File: src/rtl/square_move_scheduler.sv
// Turns one-cycle button pulses into queued move commands and applies at most
// one clamped move per video frame, aligned to the frame-start pulse.
module square_move_scheduler #(
  parameter int H_ACT  = 1920,
  parameter int V_ACT  = 1080,
  parameter int SIZE   = 64,
  parameter int STEP   = 16,
  parameter int DEPTH  = 4,
  parameter int X_INIT = 928,
  parameter int Y_INIT = 508
) (
  input  logic               clk_148Mhz,
  input  logic               reset,
  input  logic               buton_apasatL,
  input  logic               buton_apasatR,
  input  logic               buton_apasatU,
  input  logic               buton_apasatD,
  input  logic               frame_start,
  output logic signed [11:0] x_pos,
  output logic signed [11:0] y_pos,
  output logic [2:0]         fifo_count,
  output logic               drop,
  output logic               moving
);
  localparam int AW = (DEPTH > 1) ? $clog2(DEPTH) : 1;
  localparam logic signed [12:0] X_MAX  = 13'(H_ACT - SIZE);
  localparam logic signed [12:0] Y_MAX  = 13'(V_ACT - SIZE);
  localparam logic signed [12:0] STEP_S = 13'(STEP);

  typedef enum logic {IDLE, APPLY} state_t;
  state_t state, state_nxt;

  logic [3:0]    press, pend, clr, lost;
  logic          full, push, pop;
  logic [1:0]    push_code, dir;
  logic [1:0]    mem [DEPTH];
  logic [AW-1:0] wptr, rptr;
  logic signed [12:0] sx, sy, nx, ny;

  // bit index doubles as the command code: L=0, R=1, U=2, D=3
  assign press = {buton_apasatD, buton_apasatU, buton_apasatR, buton_apasatL};
  assign full  = (fifo_count == 3'(DEPTH));
  assign pop   = (state == IDLE) && frame_start && (fifo_count != 3'd0);

  always_comb begin
    push      = 1'b0;
    push_code = 2'd0;
    clr       = 4'b0000;
    if (!full) begin
      if (pend[0])      begin push = 1'b1; push_code = 2'd0; clr = 4'b0001; end
      else if (pend[1]) begin push = 1'b1; push_code = 2'd1; clr = 4'b0010; end
      else if (pend[2]) begin push = 1'b1; push_code = 2'd2; clr = 4'b0100; end
      else if (pend[3]) begin push = 1'b1; push_code = 2'd3; clr = 4'b1000; end
    end
  end

  // a press landing on a flag that is leaving this cycle simply re-arms it
  assign lost = press & pend & ~clr;

  always_ff @(posedge clk_148Mhz or posedge reset) begin
    if (reset) begin
      pend <= 4'b0000;
      drop <= 1'b0;
    end else begin
      pend <= (pend & ~clr) | press;
      drop <= |lost;
    end
  end

  always_ff @(posedge clk_148Mhz) begin
    if (push) mem[wptr] <= push_code;
  end

  always_ff @(posedge clk_148Mhz or posedge reset) begin
    if (reset) begin
      wptr       <= '0;
      rptr       <= '0;
      fifo_count <= 3'd0;
      dir        <= 2'd0;
    end else begin
      if (push) wptr <= wptr + AW'(1);
      if (pop) begin
        rptr <= rptr + AW'(1);
        dir  <= mem[rptr];
      end
      fifo_count <= fifo_count + 3'(push) - 3'(pop);
    end
  end

  always_ff @(posedge clk_148Mhz or posedge reset) begin
    if (reset) state <= IDLE;
    else       state <= state_nxt;
  end

  always_comb begin
    state_nxt = state;
    case (state)
      IDLE:    if (pop) state_nxt = APPLY;
      APPLY:   state_nxt = IDLE;
      default: state_nxt = IDLE;
    endcase
  end

  always_comb moving = (state == APPLY);

  function automatic logic signed [12:0] clamp(input logic signed [12:0] v,
                                               input logic signed [12:0] hi);
    if (v < 13'sd0)   return 13'sd0;
    else if (v > hi)  return hi;
    else              return v;
  endfunction

  assign sx = {x_pos[11], x_pos};
  assign sy = {y_pos[11], y_pos};

  always_comb begin
    nx = sx;
    ny = sy;
    case (dir)
      2'd0: nx = clamp(sx - STEP_S, X_MAX);
      2'd1: nx = clamp(sx + STEP_S, X_MAX);
      2'd2: ny = clamp(sy - STEP_S, Y_MAX);
      2'd3: ny = clamp(sy + STEP_S, Y_MAX);
      default: ;
    endcase
  end

  always_ff @(posedge clk_148Mhz or posedge reset) begin
    if (reset) begin
      x_pos <= 12'(X_INIT);
      y_pos <= 12'(Y_INIT);
    end else if (state == APPLY) begin
      x_pos <= nx[11:0];
      y_pos <= ny[11:0];
    end
  end
endmodule
File: config.mk
export PLATFORM = sky130hd
export DESIGN_NAME = square_move_scheduler
export DESIGN_NICKNAME = d
export VERILOG_FILES = /design/src/rtl/square_move_scheduler.sv
export SDC_FILE = /design/constraint.sdc
export NUM_CORES = 1
export LEC_CHECK = 0
export ABC_AREA = 1
export CAP_MARGIN = 20
export CORE_AREA = 4 4 91 93
export CTS_CLUSTER_DIAMETER = 80
export DETAILED_ROUTE_END_ITERATION = 8
export DIE_AREA = 0 0 95 97
export GPL_ROUTABILITY_DRIVEN = 0
export PLACE_DENSITY = 0.61
export SETUP_SLACK_MARGIN = 0.4
export SLEW_MARGIN = 0
export SYNTH_ARGS = -nofsm -noshare
export SYNTH_HDL_FRONTEND = slang
export SYNTH_SLANG_ARGS = --single-unit
File: constraint.sdc
create_clock -name clk_148Mhz -period 6.3 [get_ports clk_148Mhz]
set_clock_uncertainty 0.15 [all_clocks]
set_input_delay 0.945 -clock clk_148Mhz [delete_from_list [all_inputs] [get_ports clk_148Mhz]]
set_output_delay 0.945 -clock clk_148Mhz [all_outputs]
set_load 0.01 [all_outputs]
# == After elaboration in Yosys (flattened, before gate mapping) ==
# Memories as Yosys holds them, arrays and structs flattened. A register that Yosys moved wholly into a read port is not among the register bits.
# Index checks and enable logic that the tools add are counted.
# W data, S select, Z words.
# totals
ff_bits,37
mem_bits_rw,8
memories,1
# memory_table
memory,depth,word_bits,rd,rd_clocked_by_memory_dff,wr,line,text
mem,4,2,1,1,1,36,logic [1:0] mem [DEPTH];
# classes
addsub,8
order_cmp,8
eq_ne,4
muxes,29
bitwise,6
reduce_logical,9
# op_table
cell,n
$mux W12,8
$lt A13 B1 Y1 const B,4
$pmux W12 S2,2
$add A12 B6 Y13 const B,2
$gt A13 B11 Y1 const B,2
$gt A13 B12 Y1 const B,2
$sub A12 B6 Y13 const B,2
$mux W4,5
$and A4 B4 Y4,3
$mux W2,5
$mux W1,8
$add A2 B1 Y2 const B,2
$eq A2 B2 Y1 const B,2
$not A4 Y4,1
$or A4 B4 Y4,1
$reduce_and A2 Y1,2
$reduce_bool A2 Y1,2
$reduce_or A4 Y1,1
$add A3 B1 Y3,1
$eq A3 B3 Y1 const B,1
$reduce_bool A3 Y1,1
$sub A3 B1 Y3,1
$eq A2 B1 Y1 const B,1
$logic_and A1 B1 Y1,2
3 further kinds,3

# == Logic depth before layout (Yosys ltp) ==
# Gate-level depths: netlist of the first run.
# logic_depth
word_depth,8
depth_mapped,15

# == Least setup slack after synthesis of the first run ==
# No wires, ideal clock.
# synth_path
path_kind,input port to flip-flop
startpoint,input frame_start
endpoint,register fifo_count[2]
setup_ns,0.123
t_arrival_ns,2.283
required_time_ns,6.027
path_slack_ns,3.745
cell_stages,8
path_buffers,0
path_cell_list,o311ai_0 inv_1 ha_1 inv_1 ha_1 inv_1 fa_1 xnor2_1
# synth_between
elab_chain_len,3
# synth_lines
element,line,text
from (decl),18,"input logic frame_start,"
$logic_and A1 B1 Y1 (2 in series),43,assign pop = (state == IDLE) && frame_start && (fifo_count != 3'd0);
named net pop,34,"logic full, push, pop;"
$sub A3 B1 Y3,86,fifo_count <= fifo_count + 3'(push) - 3'(pop);
to (signal assigned),86,
to (decl),21,"output logic [2:0] fifo_count,"
# The timed path passes the listed nets, and every way through them passes these cells.
# A chain may end at the register's enable or synchronous reset.

# == Final worst setup path of the first run ==
# Same ends and word-level chain as after synthesis.

==> summary.md, run 1 <==
| Metric | Value |
|---|---|
| Initial Util | 38.23% |
| Vias in the first global route | 2,292 |
| Kind of critical path | primary input to register |
| HP Class | register to register |
| Root Buffer | clkbuf_8 |
| Pin count of the biggest net entering global routing | 34 |
| Hpwl dp | approximately 4.6 mm |
| Filler instances | 809 |
| RSZ-0062 raised after global routing | no |
| Setup tns final | 0 ps |
| Via-per-instance ratio | 4.628 |
| Layout cells sized above 1 | about a tenth |
| Worst slack, placed | 3155 ps |
| Die width | 95 microns |
| Final setup margin | between 3000 and 4000 ps |
| Ys Warns | 0 |
| Final ANT Viol Nets | 0 |
| Total gr overflow | 0 |
| Max-slew violation count | 0 |
| Leakage | 1.671 nW |
| Die height | 97 microns |
| Fin crit period | roughly 2800 ps |
| Main flop type after synthesis | dfrtp_1 |
| CTS Sinks | 41 |
| Critical Path End Type | register |
| CP max stage cell | clkdlybuf4s50_1 |
| DR iter-0 viols | a little over 80 |
| Clock latency on the worst-skew pair | just under 300 ps |
| Status | finished, final reports clean |
| Worst vdd ir | 0.0001754 V |
| Worst-path cell chain | clkdlybuf4s50_1, o311ai_0, inv_1, ha_1, inv_1, ha_1, inv_1, fa_1, xnor2_1 |
| Number of detailed-route iterations in the first pass | 4 |
| H-tree levels | 2 |
| Mapped Cells | about 400 |
| Hold_buf cts | 0 |
| CTS Buf Count | 5 |
| # diodes | 0 |
| Worst-path clk slew | 80 ps |
| Initial antenna violation count | 0 |
| Global-route wire length before repair | between 10 and 15 mm |
| Finished Cell Area | 3338 sq um |
| Final setup violation count | 0 |
| Final core occ | 44.35% |
| CP top delay family | adder cells |
| IO Count | 36 |
| Placed cell area | 3223 sq um |
| Row cnt | 32 |
| CP max stage delay | 420 ps |
| CTS tree | done |
| WL final | slightly below 6 mm |
| Worst slew pin tran | 702.1 ps |
| Slew Limit Headroom | 52.60% |
| Final period utilization | 45.00% |
| Core area | 7527 sq um |
| Fin. Hold Viols | 0 |
| Pwr/cell area | 467.5 nW/um^2 |
| Worst path bufs/invs | 4 |
| Die footprint | 9215 sq um |
| Worst Path Required | between 6000 and 7000 ps |
| Total GRT Usage | 13.55% |
| Remaining DRCs | 0 |
| Synth-to-Final Area Change | 16.00% |
| Asr flop ratio synth | 80.49% |
| Power Total | 0.001561 W |
| Mean post-synth cell area | around 7 sq um |
| Netlist cell types | 38 |
| CTS Buffer Depth | 2 |
| Fmax | 352.8 MHz |
| Most frequent cells in the layout | 118 x nand2_1, 61 x inv_1, 43 x nor2_1 |
| Routed via count | 2,462 |
| Post-synthesis cell area | 2878 sq um |
| Post-layout nets | 450 |
| Setup Fix Bufs, Post-CTS | 0 |
| Startpoint Class | primary input |
| PostCTS Resize Cnt | 0 |
| Most common cell on crit path | inv_1 |
| Sequential area share after synthesis | 37.52% |
| DR WL/cell | between 10 and 15 microns |
| CP arrival | 2860 ps |
| Max-cap viol count | 0 |
| Crit-path max FO | 5 |
| Number of port buffers | 29 |
| Most common cell after layout, fill and taps aside | nand2_1 |
| #FFs+latches synth | 41 |
| Post-synth EDFFs | 8 |
==> worst paths after layout <==
check / start / to / slack [ps] / cells past startpoint
setup / recovery: frame_start / fifo_count[2] / 3470 / 9
hold / removal: y_pos[2] / y_pos[2] / 330 / 2
setup reg to reg: fifo_count[1] / fifo_count[2] / 3650 / 8
hold reg to reg: y_pos[2] / y_pos[2] / 330 / 2
max in group asynchronous: reset / x_pos[5] / 4770 / 3
min in group asynchronous: reset / x_pos[11] / 890 / 3
==> sequential cells by signal, indices dropped and copies added (netlist names) <==
signal,count
moving,1
drop,1
y_pos,10
x_pos,8
wptr,2
dir,2
mem,8
rptr,2
fifo_count,3
pend,4
==> cell type report <==
type                       instances  area, sq um  area share [%]
clock buffer                       5        68.82           2.061
multi-input combinational        287         1478           44.27
timing repair buffer              30        297.8           8.921
clock inverter                     3        46.29           1.387
sequential                        41         1080           32.35
tap                              102        127.6           3.823
inverter                          64        240.2           7.196
==> cell families after synthesis <==
logic type / count (synthesis) / synth area share, %
AOI/OAI and AO/OA: 35 / 7.348
xor gates and xnor gates: 12 / 3.652
adders and majority gates: 14 / 6.348
buffers and inverters: 76 / 11.78
DFF: 41 / 37.52
other: 1 / 0.1303
and+or+nand+nor: 220 / 33.22
==> stage by stage <==
stage               hold slack (ps)  cells
finish                        330.7    532
global route                  354.0    532
CTS                           336.3    532
detailed placement            323.7    524
global placement              324.7    524
floorplan                     319.7    404
==> cell usage after synthesis, types with 3 or more instances <==
master    number  share of area [%]
xnor2_1        3               0.91
nand2_1      118                 15
a21oi_1       13                2.3
buf_6          3                1.2
edfxtp_1       8                8.3
inv_1         61                8.0
buf_4          8                2.1
nand2_2        5                1.1
xor2_1         9                2.7
nand4_1        7                1.5
dfrtp_1       22                 19
ha_1          13                5.7
dfstp_2       11                 10
nor2_1        43                5.6
o21ai_0       11                1.9
nor2_2         6                1.3
nand3_1       30                5.2
==> worst register-to-register path, stage by stage, from the launching register on <==
cell and delay [ps]:
dfrtp_1 450, o311ai_0 650, inv_1 220, ha_1 330, inv_1 60, ha_1 130
inv_1 50, fa_1 370, xnor2_1 140
==> where the power goes <==
part           internal (W)  switching (W)  leakage, nW  total, W
logic              0.000336       0.000459         1.16  0.000794
clock network      0.000119      0.0000928       0.0543  0.000211
registers          0.000404       0.000151        0.452  0.000555
total              0.000858       0.000702         1.67   0.00156
==> layer usage <==
metal	global-route usage, %	wire (microns)	share of wire, %	vias to the layer above
li1	-	-	-	1291
met1	17.81	2785	47	1118
met2	22.07	2830	48	47
met3	3.577	279	4.7	6
met4	3.219	57	0.96	0
met5	0	0	0	-
No activity file was read; power rests on OpenSTA's default activity.
==> inputs of run 2 (changes only) <==
Settings changed: PLACE_DENSITY 0.61 to 0.63.
Clock period 6.3 ns to 2.5 ns, I/O delays scaled along.
==> summary.md, run 2 (synthesis gave the netlist of run 1 again) <==
| Metric | Value |
|---|---|
| Die height | 97 microns (unchanged) |
| Max-slew violation count | 0 (unchanged) |
| Final period utilization | 86.37% |
| Placed insts | 525 (was 524) |
| Max-cap viol count | 0 (unchanged) |
| Final core occ | 49.47% (was 44.35%) |
| Vias in the first global route | 2,427 (was 2,292) |
| Row cnt | 32 (unchanged) |
| Worst path bufs/invs | 3 (was 4) |
| Reg2Reg Launch Point | fifo_count[0] (was fifo_count[1]) |
| Status | finished, final reports clean (unchanged) |
| CP max stage delay | 590 ps (was 420 ps) |
| Most common cell after layout, fill and taps aside | nand2_1 (unchanged) |
| Pin count of the biggest net entering global routing | 34 (unchanged) |
| Worst R2R End | fifo_count[1] (was fifo_count[2]) |
| Startpoint Class | register (was primary input) |
| Global-route wire length before repair | 10.65 mm (was 10.23 mm) |
| CTS Sinks | 41 (unchanged) |
| DR WL/cell | 11.86 microns (was 11.19 microns) |
| DR iter-0 viols | 111 (was 83) |
| Total GRT Usage | 14.01% (was 13.55%) |
| Layout cells sized above 1 | 23.19% (was 9.535%) |
| IO Count | 36 (unchanged) |
| Remaining DRCs | 0 (unchanged) |
| CTS Buf Count | 5 (unchanged) |
| Initial antenna violation count | 0 (unchanged) |
| H-tree levels | 2 (unchanged) |
| R2R setup slack | 400 ps (was 3650 ps) |
| HP Class | primary input to async pin (was register to register) |
| Setup tns final | 0 ps (unchanged) |
| Fmax | roughly 460 MHz |
| Worst-path cell chain | buf_4, buf_12, clkdlybuf4s50_1 (was clkdlybuf4s50_1, o311ai_0, inv_1, ha_1, inv_1, ha_1, inv_1, fa_1, xnor2_1) |
| Number of detailed-route iterations in the first pass | 4 (unchanged) |
| CP top delay family | buffers and inverters (was adder cells) |
| Fin. Hold Viols | 0 (unchanged) |
| Final setup margin | 340.8 ps (was 3465 ps) |
| Synth-to-Final Area Change | 29.39% (was 16.00%) |
| CTS tree | done (unchanged) |
| RSZ-0062 raised after global routing | yes (was no) |
| # diodes | 0 (unchanged) |
| Core area | 7527 sq um (unchanged) |
| Die width | 95 microns (unchanged) |
| Worst Path Required | 1980 ps (was 6330 ps) |
| WL final | 6.632 mm (was 5.952 mm) |
| Fin crit period | 2159 ps |
| Via-per-instance ratio | 4.692 (was 4.628) |
| Hpwl dp | 4.677 mm (was 4.591 mm) |
| Routed via count | 2,623 (was 2,462) |
| Root Buffer | clkbuf_8 (unchanged) |
| WP depth | 3 (was 9) |
| Layout Cells excl Fill | 559 (was 532) |
| Leakage | 1.809 nW (was 1.671 nW) |
| CP max stage cell | dfstp_2 (was clkdlybuf4s50_1) |
| Post-layout nets | 477 (was 450) |
| Critical Path End Type | output port (was register) |
| R2R depth | 8 (unchanged) |
| Pwr/cell area | 1209 nW/um^2 (was 467.5 nW/um^2) |
| Worst-path clk slew | 80 ps (about the same) |
| Hold_buf cts | 0 (unchanged) |
| Clock latency on the worst-skew pair | 300 ps (was 290 ps) |
| Most frequent cells in the layout | 114 x nand2_1, 54 x inv_1, 38 x nor2_1 (was 118 x nand2_1, 61 x inv_1, 43 x nor2_1) |
| Worst vdd ir | 0.0005757 V (was 0.0001754 V) |
| Max reg flops | 10 (unchanged) |
| Crit-path max FO | 4 (was 5) |
| Top flop regs | y_pos (10), mem (8), x_pos (8) (unchanged) |
| CP arrival | 1630 ps (was 2860 ps) |
| Initial Util | 38.23% (unchanged) |
| Hold_ws | 320.8 ps (was 330.7 ps) |
| Number of port buffers | 29 (unchanged) |
| Biggest register | y_pos (unchanged) |
| CTS Buffer Depth | 2 (unchanged) |
| Total gr overflow | 0 (unchanged) |
| Kind of critical path | register to output port (was primary input to register) |
| Final setup violation count | 0 (unchanged) |
| Final ANT Viol Nets | 0 (unchanged) |
| Worst slack, placed | 139.9 ps (was 3155 ps) |
| Die footprint | 9215 sq um (unchanged) |
[run 2: metrics by stage]
stage	area, sq um	total power (W)
6_report	3724	0.004503
5_1_grt	3724	0.004941
4_1_cts	3463	0.004105
3_5_place_dp	3266	0.003479
3_3_place_gp	3266	0.003451
2_1_floorplan	2932	0.002875
[run 2: per-layer routing]
layer | global-route usage (%) | share of wire (%) | up-vias
met5 | 0 | 0 | -
met4 | 3.774 | 1.7 | 0
met3 | 2.566 | 4.1 | 11
met2 | 22.02 | 48 | 55
met1 | 19.68 | 46 | 1207
li1 | - | - | 1350
[run 2: tightest hold or removal path: stages]
cell	delay, ps
clkdlybuf4s50_1	400
inv_1	50
buf_4	370
[run 2: worst max-delay path by stage]
| stage | endpoint | slack (ps) | startpoint |
|---|---|---|---|
| finish | y_pos[5] | 340 | y_pos[5] |
| global route | y_pos[4] | 300 | y_pos[5] |
| CTS | y_pos[6] | 410 | y_pos[4] |
| detailed placement | fifo_count[2] | 140 | frame_start |
| global placement | fifo_count[2] | 160 | frame_start |
| floorplan | fifo_count[2] | 420 | fifo_count[1] |
[run 2: timing repair]
item | 4_1_cts | 5_1_grt
resized for setup | 7 | 33
pin swaps | 3 | 4
buffers inserted | 7 | 19
gates cloned | 0 | 0
setup endpoints to repair | 14 | 20
[run 2: area by class of cell]
| type | count | area, sq um |
|---|---|---|
| clock buffer | 5 | 68.82 |
| clock inverter | 3 | 21.27 |
| fill | 759 | 3804 |
| inverter | 64 | 242.7 |
| multi-input combinational | 287 | 1652 |
| sequential | 41 | 1086 |
| tap | 102 | 127.6 |
| timing repair buffer | 57 | 525.5 |
[run 2: report_power, final]
group / switching (W) / leakage, nW / internal [W]
clock network: 0.000248 / 0.0445 / 0.000198
registers: 0.000365 / 0.446 / 0.00103
logic: 0.00142 / 1.32 / 0.00125
